===== config.mk =====
export PLATFORM = sky130hd
export DESIGN_NAME = uart_rx_word_ctrl_flat
export DESIGN_NICKNAME = d
export VERILOG_FILES = /design/src/rtl/uart_pkg.sv /design/src/rtl/uart_rx_word_ctrl_if.sv /design/src/rtl/sync_fifo_param.sv /design/src/rtl/uart_rx_word_ctrl.sv /design/src/flat_wrapper.sv
export SDC_FILE = /design/constraint.sdc
export NUM_CORES = 1
export LEC_CHECK = 0
export CAP_MARGIN = 15
export CORE_UTILIZATION = 40
export CTS_CLUSTER_DIAMETER = 200
export DETAILED_ROUTE_END_ITERATION = 12
export DONT_BUFFER_PORTS = 1
export GPL_ROUTABILITY_DRIVEN = 0
export HOLD_SLACK_MARGIN = 0.08
export MAX_ROUTING_LAYER = met4
export PLACE_DENSITY = 0.54
export SYNTH_ARGS = -nofsm -noshare
export SYNTH_HDL_FRONTEND = slang
export SYNTH_SLANG_ARGS = --single-unit
export TNS_END_PERCENT = 30

===== constraint.sdc =====
create_clock -name clk -period 3.4 [get_ports clk]
set_clock_uncertainty 0.15 [all_clocks]
set_input_delay 0.34 -clock clk [delete_from_list [all_inputs] [get_ports clk]]
set_output_delay 0.34 -clock clk [all_outputs]
set_load 0.02 [all_outputs]

===== src/rtl/uart_pkg.sv =====
// ============================================================================
// Module  : uart_pkg
// Brief   : Shared register map, STATUS/CTRL bit positions and FSM encoding
// Revision: 1.0 - initial release
// ============================================================================
`default_nettype none

package uart_pkg;

  localparam logic [1:0] ADDR_DATA   = 2'd0;
  localparam logic [1:0] ADDR_STATUS = 2'd1;
  localparam logic [1:0] ADDR_CTRL   = 2'd2;

  localparam int STAT_NOT_EMPTY = 0;
  localparam int STAT_FULL      = 1;
  localparam int STAT_OVERRUN   = 2;
  localparam int STAT_TIMEOUT   = 3;
  localparam int STAT_COUNT_LSB = 4;
  localparam int STAT_COUNT_W   = 5;
  localparam int STAT_BCNT_LSB  = 9;

  localparam int CTRL_FLUSH = 0;
  localparam int CTRL_CLR   = 1;

  typedef enum logic [0:0] {
    IDLE    = 1'b0,
    COLLECT = 1'b1
  } state_e;

endpackage

`default_nettype wire


===== src/rtl/uart_rx_word_ctrl_if.sv =====
// ============================================================================
// Module  : uart_rx_word_ctrl_if
// Brief   : Byte-strobe input and CPU register bus of the word controller
// Revision: 1.0 - initial release
// ============================================================================
`default_nettype none

interface uart_rx_word_ctrl_if;

  logic [7:0]  rx_data;
  logic        rx_valid;
  logic [1:0]  addr;
  logic        rd_en;
  logic        wr_en;
  logic [31:0] wdata;
  logic [31:0] rdata;
  logic        irq;

  modport master (
    output rx_data, rx_valid, addr, rd_en, wr_en, wdata,
    input  rdata, irq
  );

  modport slave (
    input  rx_data, rx_valid, addr, rd_en, wr_en, wdata,
    output rdata, irq
  );

endinterface

`default_nettype wire


===== src/rtl/sync_fifo_param.sv =====
// ============================================================================
// Module  : sync_fifo_param
// Brief   : Single-clock FIFO; flush wins, simultaneous push/pop legal when full
// Revision: 1.0 - initial release
// ============================================================================
`default_nettype none

module sync_fifo_param #(
  parameter int WIDTH = 32,
  parameter int DEPTH = 4
) (
  input  logic                     clk,
  input  logic                     rst_n,
  input  logic                     push_i,
  input  logic [WIDTH-1:0]         data_i,
  input  logic                     pop_i,
  input  logic                     flush_i,
  output logic [WIDTH-1:0]         head_o,
  output logic [$clog2(DEPTH):0]   count_o,
  output logic                     full_o,
  output logic                     empty_o
);

  localparam int AW = $clog2(DEPTH);

  logic [WIDTH-1:0] mem_q [DEPTH];
  logic [AW-1:0]    wr_ptr_q;
  logic [AW-1:0]    rd_ptr_q;
  logic [AW:0]      count_q;
  logic             w_do_push;
  logic             w_do_pop;

  assign empty_o = (count_q == '0);
  assign full_o  = (count_q == (AW+1)'(DEPTH));
  assign count_o = count_q;
  assign head_o  = empty_o ? '0 : mem_q[rd_ptr_q];

  // A pop frees the slot being written, so a full FIFO may still accept a push.
  assign w_do_pop  = pop_i & ~empty_o & ~flush_i;
  assign w_do_push = push_i & ~flush_i & (~full_o | w_do_pop);

  always_ff @(posedge clk or negedge rst_n) begin
    if (!rst_n) begin
      wr_ptr_q <= '0;
      rd_ptr_q <= '0;
      count_q  <= '0;
    end else if (flush_i) begin
      wr_ptr_q <= '0;
      rd_ptr_q <= '0;
      count_q  <= '0;
    end else begin
      if (w_do_push) wr_ptr_q <= wr_ptr_q + 1'b1;
      if (w_do_pop)  rd_ptr_q <= rd_ptr_q + 1'b1;
      if (w_do_push && !w_do_pop)      count_q <= count_q + 1'b1;
      else if (w_do_pop && !w_do_push) count_q <= count_q - 1'b1;
    end
  end

  always_ff @(posedge clk) begin
    if (w_do_push) mem_q[wr_ptr_q] <= data_i;
  end

endmodule

`default_nettype wire


===== src/rtl/uart_rx_word_ctrl.sv =====
// ============================================================================
// Module  : uart_rx_word_ctrl
// Brief   : Packs UART bytes into little-endian 32-bit words behind a CPU FIFO
// Revision: 1.0 - initial release
// ============================================================================
`default_nettype none

module uart_rx_word_ctrl
  import uart_pkg::*;
#(
  parameter int FIFO_DEPTH     = 4,
  parameter int TIMEOUT_CYCLES = 104166
) (
  input  logic                clk,
  input  logic                rst_n,
  uart_rx_word_ctrl_if.slave  bus
);

  localparam int               TW       = $clog2(TIMEOUT_CYCLES + 1);
  localparam int               CW       = $clog2(FIFO_DEPTH) + 1;
  localparam logic [TW-1:0]    TMO_LAST = TW'(TIMEOUT_CYCLES - 1);

  state_e          state_q, state_d;
  logic [1:0]      byte_cnt_q, byte_cnt_d;
  logic [31:0]     word_q, word_d;
  logic [TW-1:0]   tmo_q, tmo_d;
  logic            overrun_q, overrun_d;
  logic            timeout_err_q, timeout_err_d;

  logic            w_flush;
  logic            w_clr;
  logic            w_pop;
  logic            w_push;
  logic [31:0]     w_push_word;
  logic            w_timeout;
  logic [31:0]     w_head;
  logic [CW-1:0]   w_count;
  logic            w_full;
  logic            w_empty;
  logic            w_unused_wdata;

  assign w_flush = bus.wr_en & (bus.addr == ADDR_CTRL) & bus.wdata[CTRL_FLUSH];
  assign w_clr   = bus.wr_en & (bus.addr == ADDR_CTRL) & bus.wdata[CTRL_CLR];
  assign w_pop   = bus.rd_en & (bus.addr == ADDR_DATA) & ~w_empty;
  assign w_unused_wdata = ^bus.wdata[31:2];

  always_comb begin
    state_d     = state_q;
    byte_cnt_d  = byte_cnt_q;
    word_d      = word_q;
    tmo_d       = tmo_q;
    w_push      = 1'b0;
    w_push_word = word_q;
    w_timeout   = 1'b0;
    if (w_flush) begin
      state_d    = IDLE;
      byte_cnt_d = 2'd0;
      word_d     = '0;
      tmo_d      = '0;
    end else begin
      case (state_q)
        IDLE: begin
          if (bus.rx_valid) begin
            word_d     = {24'd0, bus.rx_data};
            byte_cnt_d = 2'd1;
            tmo_d      = '0;
            state_d    = COLLECT;
          end
        end
        COLLECT: begin
          if (bus.rx_valid) begin
            tmo_d = '0;
            if (byte_cnt_q == 2'd3) begin
              w_push      = 1'b1;
              w_push_word = {bus.rx_data, word_q[23:0]};
              word_d      = '0;
              byte_cnt_d  = 2'd0;
              state_d     = IDLE;
            end else begin
              word_d[8*byte_cnt_q +: 8] = bus.rx_data;
              byte_cnt_d                = byte_cnt_q + 2'd1;
            end
          end else if (tmo_q == TMO_LAST) begin
            // Sender stalled mid-word: drop the fragment and flag it.
            w_timeout  = 1'b1;
            word_d     = '0;
            byte_cnt_d = 2'd0;
            tmo_d      = '0;
            state_d    = IDLE;
          end else begin
            tmo_d = tmo_q + 1'b1;
          end
        end
        default: state_d = IDLE;
      endcase
    end
  end

  // Set beats clear when both land on the same edge.
  assign overrun_d     = (w_push & w_full & ~w_pop) | (overrun_q & ~w_clr);
  assign timeout_err_d = w_timeout | (timeout_err_q & ~w_clr);

  always_ff @(posedge clk or negedge rst_n) begin
    if (!rst_n) begin
      state_q       <= IDLE;
      byte_cnt_q    <= 2'd0;
      word_q        <= '0;
      tmo_q         <= '0;
      overrun_q     <= 1'b0;
      timeout_err_q <= 1'b0;
    end else begin
      state_q       <= state_d;
      byte_cnt_q    <= byte_cnt_d;
      word_q        <= word_d;
      tmo_q         <= tmo_d;
      overrun_q     <= overrun_d;
      timeout_err_q <= timeout_err_d;
    end
  end

  sync_fifo_param #(
    .WIDTH (32),
    .DEPTH (FIFO_DEPTH)
  ) u_fifo (
    .clk     (clk),
    .rst_n   (rst_n),
    .push_i  (w_push),
    .data_i  (w_push_word),
    .pop_i   (w_pop),
    .flush_i (w_flush),
    .head_o  (w_head),
    .count_o (w_count),
    .full_o  (w_full),
    .empty_o (w_empty)
  );

  always_comb begin
    bus.rdata = '0;
    case (bus.addr)
      ADDR_DATA: bus.rdata = w_head;
      ADDR_STATUS: begin
        bus.rdata[STAT_NOT_EMPTY]                     = ~w_empty;
        bus.rdata[STAT_FULL]                          = w_full;
        bus.rdata[STAT_OVERRUN]                       = overrun_q;
        bus.rdata[STAT_TIMEOUT]                       = timeout_err_q;
        bus.rdata[STAT_COUNT_LSB +: STAT_COUNT_W]     = STAT_COUNT_W'(w_count);
        bus.rdata[STAT_BCNT_LSB +: 2]                 = byte_cnt_q;
      end
      default: bus.rdata = '0;
    endcase
  end

  assign bus.irq = ~w_empty | overrun_q | timeout_err_q;

endmodule

`default_nettype wire


===== src/flat_wrapper.sv =====
// flat-port wrapper written by rule: the top's interface ports become plain ports
module uart_rx_word_ctrl_flat import uart_pkg::*;
#(
  parameter int FIFO_DEPTH     = 4,
  parameter int TIMEOUT_CYCLES = 104166
)
  (clk, rst_n, bus_rx_data, bus_rx_valid, bus_addr, bus_rd_en, bus_wr_en, bus_wdata, bus_rdata, bus_irq);
  uart_rx_word_ctrl_if bus_i ();
  input  logic clk;
  input  logic rst_n;
  input wire logic [$bits(bus_i.rx_data)-1:0] bus_rx_data;
  input wire logic [$bits(bus_i.rx_valid)-1:0] bus_rx_valid;
  input wire logic [$bits(bus_i.addr)-1:0] bus_addr;
  input wire logic [$bits(bus_i.rd_en)-1:0] bus_rd_en;
  input wire logic [$bits(bus_i.wr_en)-1:0] bus_wr_en;
  input wire logic [$bits(bus_i.wdata)-1:0] bus_wdata;
  output wire logic [$bits(bus_i.rdata)-1:0] bus_rdata;
  output wire logic [$bits(bus_i.irq)-1:0] bus_irq;
  assign bus_i.rx_data = bus_rx_data;
  assign bus_i.rx_valid = bus_rx_valid;
  assign bus_i.addr = bus_addr;
  assign bus_i.rd_en = bus_rd_en;
  assign bus_i.wr_en = bus_wr_en;
  assign bus_i.wdata = bus_wdata;
  assign bus_rdata = bus_i.rdata;
  assign bus_irq = bus_i.irq;
  uart_rx_word_ctrl #(.FIFO_DEPTH(FIFO_DEPTH), .TIMEOUT_CYCLES(TIMEOUT_CYCLES)) u_core (.clk(clk), .rst_n(rst_n), .bus(bus_i));
endmodule

==> flow_summary.ini, run 1 <==
[synth]
yosys_warnings = 0
yosys.area_share.adder = 0.0185
synth.avg_cell_area_um2 = 14.0
ys_seq_area_frac = 0.631
post_synth_instance_area_mm2 = 0.00851
synth-async-reset-ratio = 0.323
synth.ff_latch_count = 189
synth-compound-area-share = 0.0791
synthesized_instance_count = 608
largest_family_of_logic_cells_by_synthesized_area = simple AND/OR/NAND/NOR gates
ys.flop_type = sky130_fd_sc_hd__edfxtp_1
synthDistinctLibCells = 57
synth.net_count = 667
synth.area.mux_share = 0.0999
synth-edff-count = 128
post_synth_and_or_nand_nor_area_fraction = 0.146
synth_xor_xnor_area_share = 0.00412

[floorplan]
core_area_mm2 = 0.0210
core.rowCount = 53
fp.dieArea_mm2 = 0.0219
floorplan.initialDensity = 0.406
die_height_um = 148
ioPinCount = 80
die-width_um = 148

[critical_path]
endpoint_kind = primary output
worst_ep_arrival_time_ps = 2420
timing_worst_setup_path_type = reg -> out
critical-path-max-stage-delay_ps = 850
worstPathMaxFanout = 20
cp_cell_sequence = mux4_2 > a22oi_1 > nor2_1
worstRegToRegCells = 8
critPathBufInv = 0
start_kind = flop
timing.critical_path.slowest_stage_cell = sky130_fd_sc_hd__dfrtp_2
cpLargestDelayFamily = flip-flops
required_ps = 2910
timing.critical_path.depth = 3

[cells_and_area]
num_antenna_cells = 0
layout.cells.most_common = sky130_fd_sc_hd__edfxtp_1
drive_gt1_frac = 0.172
post-route-util = 0.462
multi_input_area_mm2 = 0.00297
design_area_mm2 = 0.00969
area.growth.synth_to_final_pct = 13.8
most-common-layout-cells = 128 x sky130_fd_sc_hd__edfxtp_1, 60 x sky130_fd_sc_hd__dfrtp_1, 55 x sky130_fd_sc_hd__nand2_1
fill_cells = 1875
instances_no_fill = 921
finalNetCount = 692
layout.area.seq_mm2 = 0.00537

[clock_network]
clock_sink_count = 189
cts.clk_slew.worst_paths_ps = 70
cts_made_buffers = 17
post_cts_buffers = 0
ctsHoldBuffers = 13
clockBufferDepth = 2
root_buffer = sky130_fd_sc_hd__clkbuf_16
cts-htree-levels = 4
cts-resized-gates = 0
cts_tree = yes
clk-insertion-delay-late_ps = 440

[status]
outcome = complete, no violations

[drt]
drt.antenna.violating_nets = 0
wirelength_per_cell_um = 20.8
vias_per_cell = 5.79
drc = 0
vias = 5329
drt-pass1-iter-count = 5
drt_iter0_markers = 489
wirelength_routed_um = 19100

[sta]
finalHoldWorstSlack_ps = 91.3
final_number_of_hold_violating_endpoints = 0
finalSetupTns_ps = 0
setup-violations-final = 0
slew-limit-headroom = 0.400
finalMaxSlewViolations = 0
unrepaired_setup_endpoints_after_global_routing = false
max_clock_freq_mhz = 343
tightestPinTransition_ps = 893
final_period_minus_worst_setup_slack_ps = 2910
post_layout_worst_setup_margin_ps = 486
final.period_utilization = 0.857

[place]
io_buffers = 0
hpwl_um = 11700
pre_cts_ws_ps = 656
placed_cell_area_mm2 = 0.00894
place.detailed.instances = 876

[pwr]
cellInternalPower_mw = 4.44
power_per_cell_area_mw_per_mm2 = 675
cellLeakagePower_nw = 3.46
fin_total_pwr_mw = 6.54
power_share_of_the_combinational_group = 0.239
vdd.ir_drop.worst_uv = 290
sw_frac_of_total = 0.321
power_frac_clock = 0.301
seqPwrFrac = 0.460
switchingPower_mw = 2.10

[global_route]
grt_antenna_before_repair = 0
maximum_number_of_pins_on_one_net_before_global_route_repair = 62
grt_first_pass_wirelength_um = 30700
global_route.overflow_total = 0
grt_pass1_vias = 5488
grt_total_usage = 0.191

[worst_hold_path]
worst_hold_path.num_cells = 2
worstHoldPathType = in -> reg

[run]
max-cap-violations = 0
## Yosys cell counts (2+ instances only)
cell	number	share of area
sky130_fd_sc_hd__a22oi_1	7	0.0062
sky130_fd_sc_hd__buf_2	8	0.0047
sky130_fd_sc_hd__and3_1	7	0.0051
sky130_fd_sc_hd__nor4b_1	2	0.0021
sky130_fd_sc_hd__clkbuf_1	26	0.011
sky130_fd_sc_hd__o211ai_1	35	0.031
sky130_fd_sc_hd__a211oi_1	2	0.0018
sky130_fd_sc_hd__nor3_1	9	0.0053
sky130_fd_sc_hd__nand3b_1	26	0.023
sky130_fd_sc_hd__ha_1	11	0.016
sky130_fd_sc_hd__a31oi_1	3	0.0022
sky130_fd_sc_hd__nand4b_1	2	0.0021
sky130_fd_sc_hd__or3_1	7	0.0051
sky130_fd_sc_hd__mux2i_1	4	0.0047
sky130_fd_sc_hd__o21ai_0	17	0.010
sky130_fd_sc_hd__nor2b_1	23	0.017
sky130_fd_sc_hd__nor4_1	3	0.0022
sky130_fd_sc_hd__nand3_1	23	0.014
sky130_fd_sc_hd__o31ai_1	3	0.0026
sky130_fd_sc_hd__a21oi_1	9	0.0053
sky130_fd_sc_hd__and2_1	5	0.0037
sky130_fd_sc_hd__a32o_1	7	0.0082
sky130_fd_sc_hd__or4_1	2	0.0018
sky130_fd_sc_hd__and4b_1	3	0.0035
sky130_fd_sc_hd__dfrtp_1	61	0.18
sky130_fd_sc_hd__nand4_1	8	0.0059
sky130_fd_sc_hd__and4_1	5	0.0051
sky130_fd_sc_hd__nand2b_1	3	0.0022
sky130_fd_sc_hd__or3b_2	2	0.0021
sky130_fd_sc_hd__nor3b_1	5	0.0044
sky130_fd_sc_hd__inv_1	12	0.0053
sky130_fd_sc_hd__nor2_1	22	0.0097
sky130_fd_sc_hd__xnor2_1	3	0.0031
sky130_fd_sc_hd__edfxtp_1	128	0.45
sky130_fd_sc_hd__mux4_2	32	0.085
sky130_fd_sc_hd__nand2_1	55	0.024
sky130_fd_sc_hd__mux2_2	8	0.011
## state kept, by name, summed over array words and instances, names as in the netlist
register / flops
u_core.u_fifo.mem_q: 128
u_core.word_q: 32
u_core.tmo_q: 17
u_core.u_fifo.count_o: 3
u_core.byte_cnt_q: 2
u_core.u_fifo.rd_ptr_q: 2
u_core.u_fifo.wr_ptr_q: 2
u_core.overrun_q: 1
u_core.state_q: 1
u_core.timeout_err_q: 1
## final cells by class
cell class                      instances  share of cell area
Tap cell                              275              0.0355
Clock inverter                         14              0.0171
Clock buffer                           18              0.0443
Multi-Input combinational cell        373               0.306
Timing Repair Buffer                   40              0.0375
Inverter                               12             0.00465
Sequential cell                       189               0.555
## cells by family (layout without fill, tap and decap cells)
kind of cell               Yosys count  count (layout)
adders and majority gates           12              12
xor gates and xnor gates             4               4
and+or+nand+nor                    218             218
muxes                               44              44
AOI/OAI and AO/OA                   95              95
DFF                                189             189
buffers and inverters               46              84
## power groups by stage
stage               clock network (mW)  logic [mW]  registers [mW]
detailed placement                   0        1.53            3.07
finish                            1.97        1.56            3.01
global placement                     0        1.51            3.05
global route                      2.10        1.71            3.06
floorplan                            0        1.24            2.90
CTS                               2.00        1.58            3.02
## routing by layer
| metal | share of wire | vias to the layer above | track usage |
|---|---|---|---|
| li1 | - | 2411 | - |
| met1 | 0.45 | 2761 | 0.249 |
| met2 | 0.49 | 128 | 0.299 |
| met3 | 0.045 | 29 | 0.0407 |
| met4 | 0.018 | 0 | 0.0644 |
| met5 | 0 | - | - |
## worst register-to-register path, stage by stage (launching register included)
cell,delay [ps]
sky130_fd_sc_hd__dfrtp_1,540
sky130_fd_sc_hd__ha_1,330
sky130_fd_sc_hd__nand3_1,160
sky130_fd_sc_hd__a211oi_1,290
sky130_fd_sc_hd__and2_1,200
sky130_fd_sc_hd__fa_1,210
sky130_fd_sc_hd__nor4_1,60
sky130_fd_sc_hd__or4b_2,670
sky130_fd_sc_hd__o21ai_0,90
## worst paths after layout
check	to	start	slack, ps
worst max-delay path	bus_rdata[9]	u_core.u_fifo.rd_ptr_q[0]	490
worst min-delay path	u_core.overrun_q	bus_wr_en	90
worst max register to register	u_core.u_fifo.count_o[2]	u_core.byte_cnt_q[0]	620
worst min register to register	u_core.tmo_q[15]	u_core.tmo_q[15]	380
max in group asynchronous	u_core.word_q[15]	rst_n	2520
min in group asynchronous	u_core.tmo_q[0]	rst_n	280
(Power assumes the default switching activity.)
==> run 2: changes to the inputs <==
--- a/config.mk
+++ b/config.mk
@@ -7,6 +7,7 @@
 export LEC_CHECK = 0
 export CAP_MARGIN = 15
 export CORE_UTILIZATION = 40
+export CTS_BUF_LIST = sky130_fd_sc_hd__clkbuf_4 sky130_fd_sc_hd__clkbuf_8
 export CTS_CLUSTER_DIAMETER = 200
 export DETAILED_ROUTE_END_ITERATION = 12
 export DONT_BUFFER_PORTS = 1
==> run 2 against run 1 <==
Net effect: power shrank 7.3%; via count barely moved; routed wire length shrank 0.26%; flip-flop and latch count stayed put; utilization down 0.75 points; worst setup slack lost 34 ps; critical path type unchanged; highest routed layer unchanged.
==> flow_summary.ini, run 2 (synthesis gave the netlist of run 1 again) <==
[sta]
post_layout_worst_setup_margin_ps = 453
max_clock_freq_mhz = 339
finalMaxSlewViolations = 0
setup-violations-final = 0
final_period_minus_worst_setup_slack_ps = 2950
finalSetupTns_ps = 0
unrepaired_setup_endpoints_after_global_routing = false
tightestPinTransition_ps = 889
final.period_utilization = 0.867
final_number_of_hold_violating_endpoints = 0
slew-limit-headroom = 0.403

[drt]
drt.antenna.violating_nets = 0
wirelength_per_cell_um = 20.7
vias_per_cell = 5.77
drt_iter0_markers = 526
drc = 0
vias = 5328
wirelength_routed_um = 19100
drt-pass1-iter-count = 5

[critical_path]
endpoint_kind = primary output
worstPathMaxFanout = 20
critical-path-max-stage-delay_ps = 850
worstRegToRegCells = 7
timing.critical_path.depth = 3
timing.critical_path.slowest_stage_cell = sky130_fd_sc_hd__dfrtp_2
timing_worst_setup_path_type = reg -> out
cpLargestDelayFamily = flip-flops
required_ps = 2910
worst_ep_arrival_time_ps = 2460
cp_cell_sequence = mux4_2 > a22oi_1 > nor2_1
start_kind = flop
critPathBufInv = 0

[floorplan]
die-width_um = 148
core.rowCount = 53
core_area_mm2 = 0.0210
die_height_um = 148
fp.dieArea_mm2 = 0.0219
ioPinCount = 80
floorplan.initialDensity = 0.406

[global_route]
grt_pass1_vias = 5473
grt_total_usage = 0.189
grt_first_pass_wirelength_um = 30500
global_route.overflow_total = 0
maximum_number_of_pins_on_one_net_before_global_route_repair = 62
grt_antenna_before_repair = 0

[place]
io_buffers = 0
pre_cts_ws_ps = 656
hpwl_um = 11700
placed_cell_area_mm2 = 0.00894

[clock_network]
ctsHoldBuffers = 16
clockBufferDepth = 2
post_cts_buffers = 0
cts-resized-gates = 0
clk-insertion-delay-late_ps = 470
cts_made_buffers = 17
root_buffer = sky130_fd_sc_hd__clkbuf_8
cts.clk_slew.worst_paths_ps = 100
clock_sink_count = 189
cts_tree = yes
cts-htree-levels = 4

[cells_and_area]
drive_gt1_frac = 0.173
top_register = u_core.u_fifo.mem_q
top_regs = u_core.u_fifo.mem_q x128, u_core.word_q x32, u_core.tmo_q x17
area.growth.synth_to_final_pct = 11.9
largest_register_ff_count = 128
design_area_mm2 = 0.00953
layout.cells.most_common = sky130_fd_sc_hd__edfxtp_1
num_antenna_cells = 0
fill_cells = 1890
most-common-layout-cells = 128 x sky130_fd_sc_hd__edfxtp_1, 60 x sky130_fd_sc_hd__dfrtp_1, 55 x sky130_fd_sc_hd__nand2_1
finalNetCount = 695

[run]
max-cap-violations = 0

[worst_hold_path]
worst_hold_path.num_cells = 4
worstHoldPathType = in -> reg

[status]
outcome = complete, no violations

[pwr]
vdd.ir_drop.worst_uv = 345
cellLeakagePower_nw = 3.39
power_per_cell_area_mw_per_mm2 = 636
-- run 2: cell types whose count changed in the layout (fill, tap and decap cells not counted) --
cell,delta
sky130_fd_sc_hd__dlygate4sd3_1,+3
sky130_fd_sc_hd__clkbuf_1,-1
sky130_fd_sc_hd__clkbuf_8,+17
sky130_fd_sc_hd__clkbuf_4,+1
sky130_fd_sc_hd__clkbuf_16,-17
-- run 2: metal layers --
metal	GRT usage	routed length [um]
met1	0.248	8690
met2	0.302	9430
met3	0.0336	734
met4	0.0567	233
met5	-	0
-- run 2: power by group --
| part | total [mW] | switching, mW | internal (mW) | leakage [nW] |
|---|---|---|---|---|
| Combinational | 1.57 | 0.847 | 0.725 | 1.15 |
| Clock | 1.48 | 0.912 | 0.572 | 0.206 |
| Sequential | 3.01 | 0.281 | 2.73 | 2.03 |
| Total | 6.06 | 2.04 | 4.02 | 3.39 |
-- run 2: path summary, 6_finish.rpt --
check                      slack, ps                       from                  endpoint
max in group asynchronous       2560                      rst_n         u_core.word_q[15]
hold / removal                   120               bus_rx_valid          u_core.word_q[7]
hold reg to reg                  380           u_core.tmo_q[15]          u_core.tmo_q[15]
setup / recovery                 450  u_core.u_fifo.rd_ptr_q[0]              bus_rdata[9]
setup reg to reg                 620   u_core.u_fifo.count_o[1]  u_core.u_fifo.count_o[2]
min in group asynchronous        250                      rst_n           u_core.tmo_q[0]
-- run 2: cell type report --
type                       count  area, um^2  share of cell area
clock buffer                  18         241              0.0253
clock inverter                14         165              0.0173
inverter                      12        45.0             0.00473
multi-input combinational    373        2970               0.311
sequential                   189        5370               0.564
tap                          275         344              0.0361
timing repair buffer          43         393              0.0412
-- run 2: through the flow --
stage          power [mW]  cells  utilization  hold slack [ps]
2_1_floorplan        4.14    608            -             -106
3_3_place_gp         4.55    876        0.427             -102
3_5_place_dp         4.60    876        0.427             -102
4_1_cts              6.12    924        0.455             81.9
5_1_grt              6.38    924        0.455              122
6_report             6.06    924        0.455              125
-- run 2: tightest hold or removal path: cells and delay by family --
family,cells,cell delay [ps]
compound gates,3,190
buf+inv,1,170
==> run 3: changes to the inputs <==
--- a/config.mk
+++ b/config.mk
@@ -6,6 +6,7 @@
 export NUM_CORES = 1
 export LEC_CHECK = 0
 export CAP_MARGIN = 15
+export CORE_MARGIN = 8
 export CORE_UTILIZATION = 40
 export CTS_BUF_LIST = sky130_fd_sc_hd__clkbuf_4 sky130_fd_sc_hd__clkbuf_8
 export CTS_CLUSTER_DIAMETER = 200
==> run 3 against run 2 <==
Net effect: utilization about the same; via count down 1.0%; sequential power down 1%; fmax up 0.12%; die area up 20%; design area down 0.11%; power about the same; hold slack worse by 14 ps; largest power group unchanged.
==> flow_summary.ini, run 3 (synthesis gave the netlist of run 1 again) <==
[cells_and_area]
multi_input_area_mm2 = 0.00297
fill_cells = 1895
area.growth.synth_to_final_pct = 11.8
top_regs = u_core.u_fifo.mem_q x128, u_core.word_q x32, u_core.tmo_q x17
top_register = u_core.u_fifo.mem_q
layout.cells.most_common = sky130_fd_sc_hd__edfxtp_1
drive_gt1_frac = 0.173
most-common-layout-cells = 128 x sky130_fd_sc_hd__edfxtp_1, 60 x sky130_fd_sc_hd__dfrtp_1, 55 x sky130_fd_sc_hd__nand2_1
layout.area.seq_mm2 = 0.00537
finalNetCount = 694
largest_register_ff_count = 128

[pwr]
sw_frac_of_total = 0.336
power_per_cell_area_mw_per_mm2 = 637
cellLeakagePower_nw = 3.38
switchingPower_mw = 2.04
seqPwrFrac = 0.490
power_frac_clock = 0.245
power_share_of_the_combinational_group = 0.264
cellInternalPower_mw = 4.03
vdd.ir_drop.worst_uv = 292

[clock_network]
clockBufferDepth = 2
cts_tree = yes
cts.clk_slew.worst_paths_ps = 110
ctsHoldBuffers = 15
cts_made_buffers = 17
root_buffer = sky130_fd_sc_hd__clkbuf_8
post_cts_buffers = 0
cts-resized-gates = 0
clk-insertion-delay-late_ps = 470
clock_sink_count = 189
cts-htree-levels = 4

[critical_path]
endpoint_kind = primary output
timing_worst_setup_path_type = reg -> out
worst_ep_arrival_time_ps = 2450
start_kind = flop
required_ps = 2910
worstPathMaxFanout = 23

[global_route]
grt_first_pass_wirelength_um = 30800
maximum_number_of_pins_on_one_net_before_global_route_repair = 62
grt_total_usage = 0.155
global_route.overflow_total = 0
grt_pass1_vias = 5566
grt_antenna_before_repair = 1

[sta]
finalSetupTns_ps = 0
final_number_of_hold_violating_endpoints = 0
final.period_utilization = 0.866
max_clock_freq_mhz = 340
tightestPinTransition_ps = 921
final_period_minus_worst_setup_slack_ps = 2940
unrepaired_setup_endpoints_after_global_routing = false
finalHoldWorstSlack_ps = 110
setup-violations-final = 0
slew-limit-headroom = 0.381
post_layout_worst_setup_margin_ps = 456
finalMaxSlewViolations = 0

[floorplan]
core_area_mm2 = 0.0210
fp.dieArea_mm2 = 0.0262
die_height_um = 162
floorplan.initialDensity = 0.406
core.rowCount = 53
die-width_um = 162
ioPinCount = 80

[run]
max-cap-violations = 0

[drt]
drt_iter0_markers = 322
drt-pass1-iter-count = 4
drc = 0
vias_per_cell = 5.71
vias = 5274
wirelength_routed_um = 19400
wirelength_per_cell_um = 21.0
drt.antenna.violating_nets = 0

[status]
outcome = complete, no violations

[place]
hpwl_um = 12400
io_buffers = 0
pre_cts_ws_ps = 627

[worst_hold_path]
worstHoldPathType = in -> reg
[run 3: final cells by class]
cell class / instances / area share
diodes: 1 / 0.000263
well taps: 275 / 0.0362
flip-flops and latches: 189 / 0.564
clock buffers: 18 / 0.0254
inverters: 12 / 0.00473
clock inverters: 14 / 0.0171
multi-input cells: 373 / 0.312
repair buffers: 42 / 0.0402
[run 3: path summary, 6_finish.rpt]
path | from | slack, ps | cells after the start | to
worst max-delay path | u_core.u_fifo.count_o[1] | 460 | 3 | bus_rdata[14]
worst min-delay path | bus_rx_valid | 110 | 4 | u_core.word_q[7]
worst max register to register | u_core.u_fifo.count_o[1] | 600 | 8 | u_core.u_fifo.count_o[2]
worst min register to register | u_core.tmo_q[15] | 390 | 1 | u_core.tmo_q[15]
max in group asynchronous | rst_n | 2520 | 2 | u_core.tmo_q[0]
min in group asynchronous | rst_n | 290 | 2 | u_core.overrun_q
[run 3: critical path, stage by stage (launching register included)]
cell and delay, ps:
sky130_fd_sc_hd__dfrtp_1 470, sky130_fd_sc_hd__nor3_2 470, sky130_fd_sc_hd__or3_1 750, sky130_fd_sc_hd__nor2b_1 280
[run 3: per-stage QoR]
stage | cell area, um^2 | std cells | utilization | power [mW]
2_1_floorplan | 8510 | 608 | - | 4.14
3_3_place_gp | 8940 | 876 | 0.427 | 4.55
3_5_place_dp | 8940 | 876 | 0.427 | 4.61
4_1_cts | 9520 | 923 | 0.454 | 6.14
5_1_grt | 9520 | 924 | 0.454 | 6.37
6_report | 9520 | 924 | 0.454 | 6.06
[run 3: power by group through the flow]
stage / Sequential, mW / Clock (mW) / Combinational [mW]
final: 2.97 / 1.49 / 1.60
after global routing: 3.01 / 1.61 / 1.75
after CTS: 2.98 / 1.53 / 1.63
after detailed placement: 3.03 / 0 / 1.58
after global placement: 3.01 / 0 / 1.54
after floorplan: 2.90 / 0 / 1.24
[run 3: metal layers]
metal / share of wire / track usage
met5: 0 / -
met4: 0.014 / 0.0421
met3: 0.038 / 0.0334
met2: 0.50 / 0.259
met1: 0.44 / 0.187
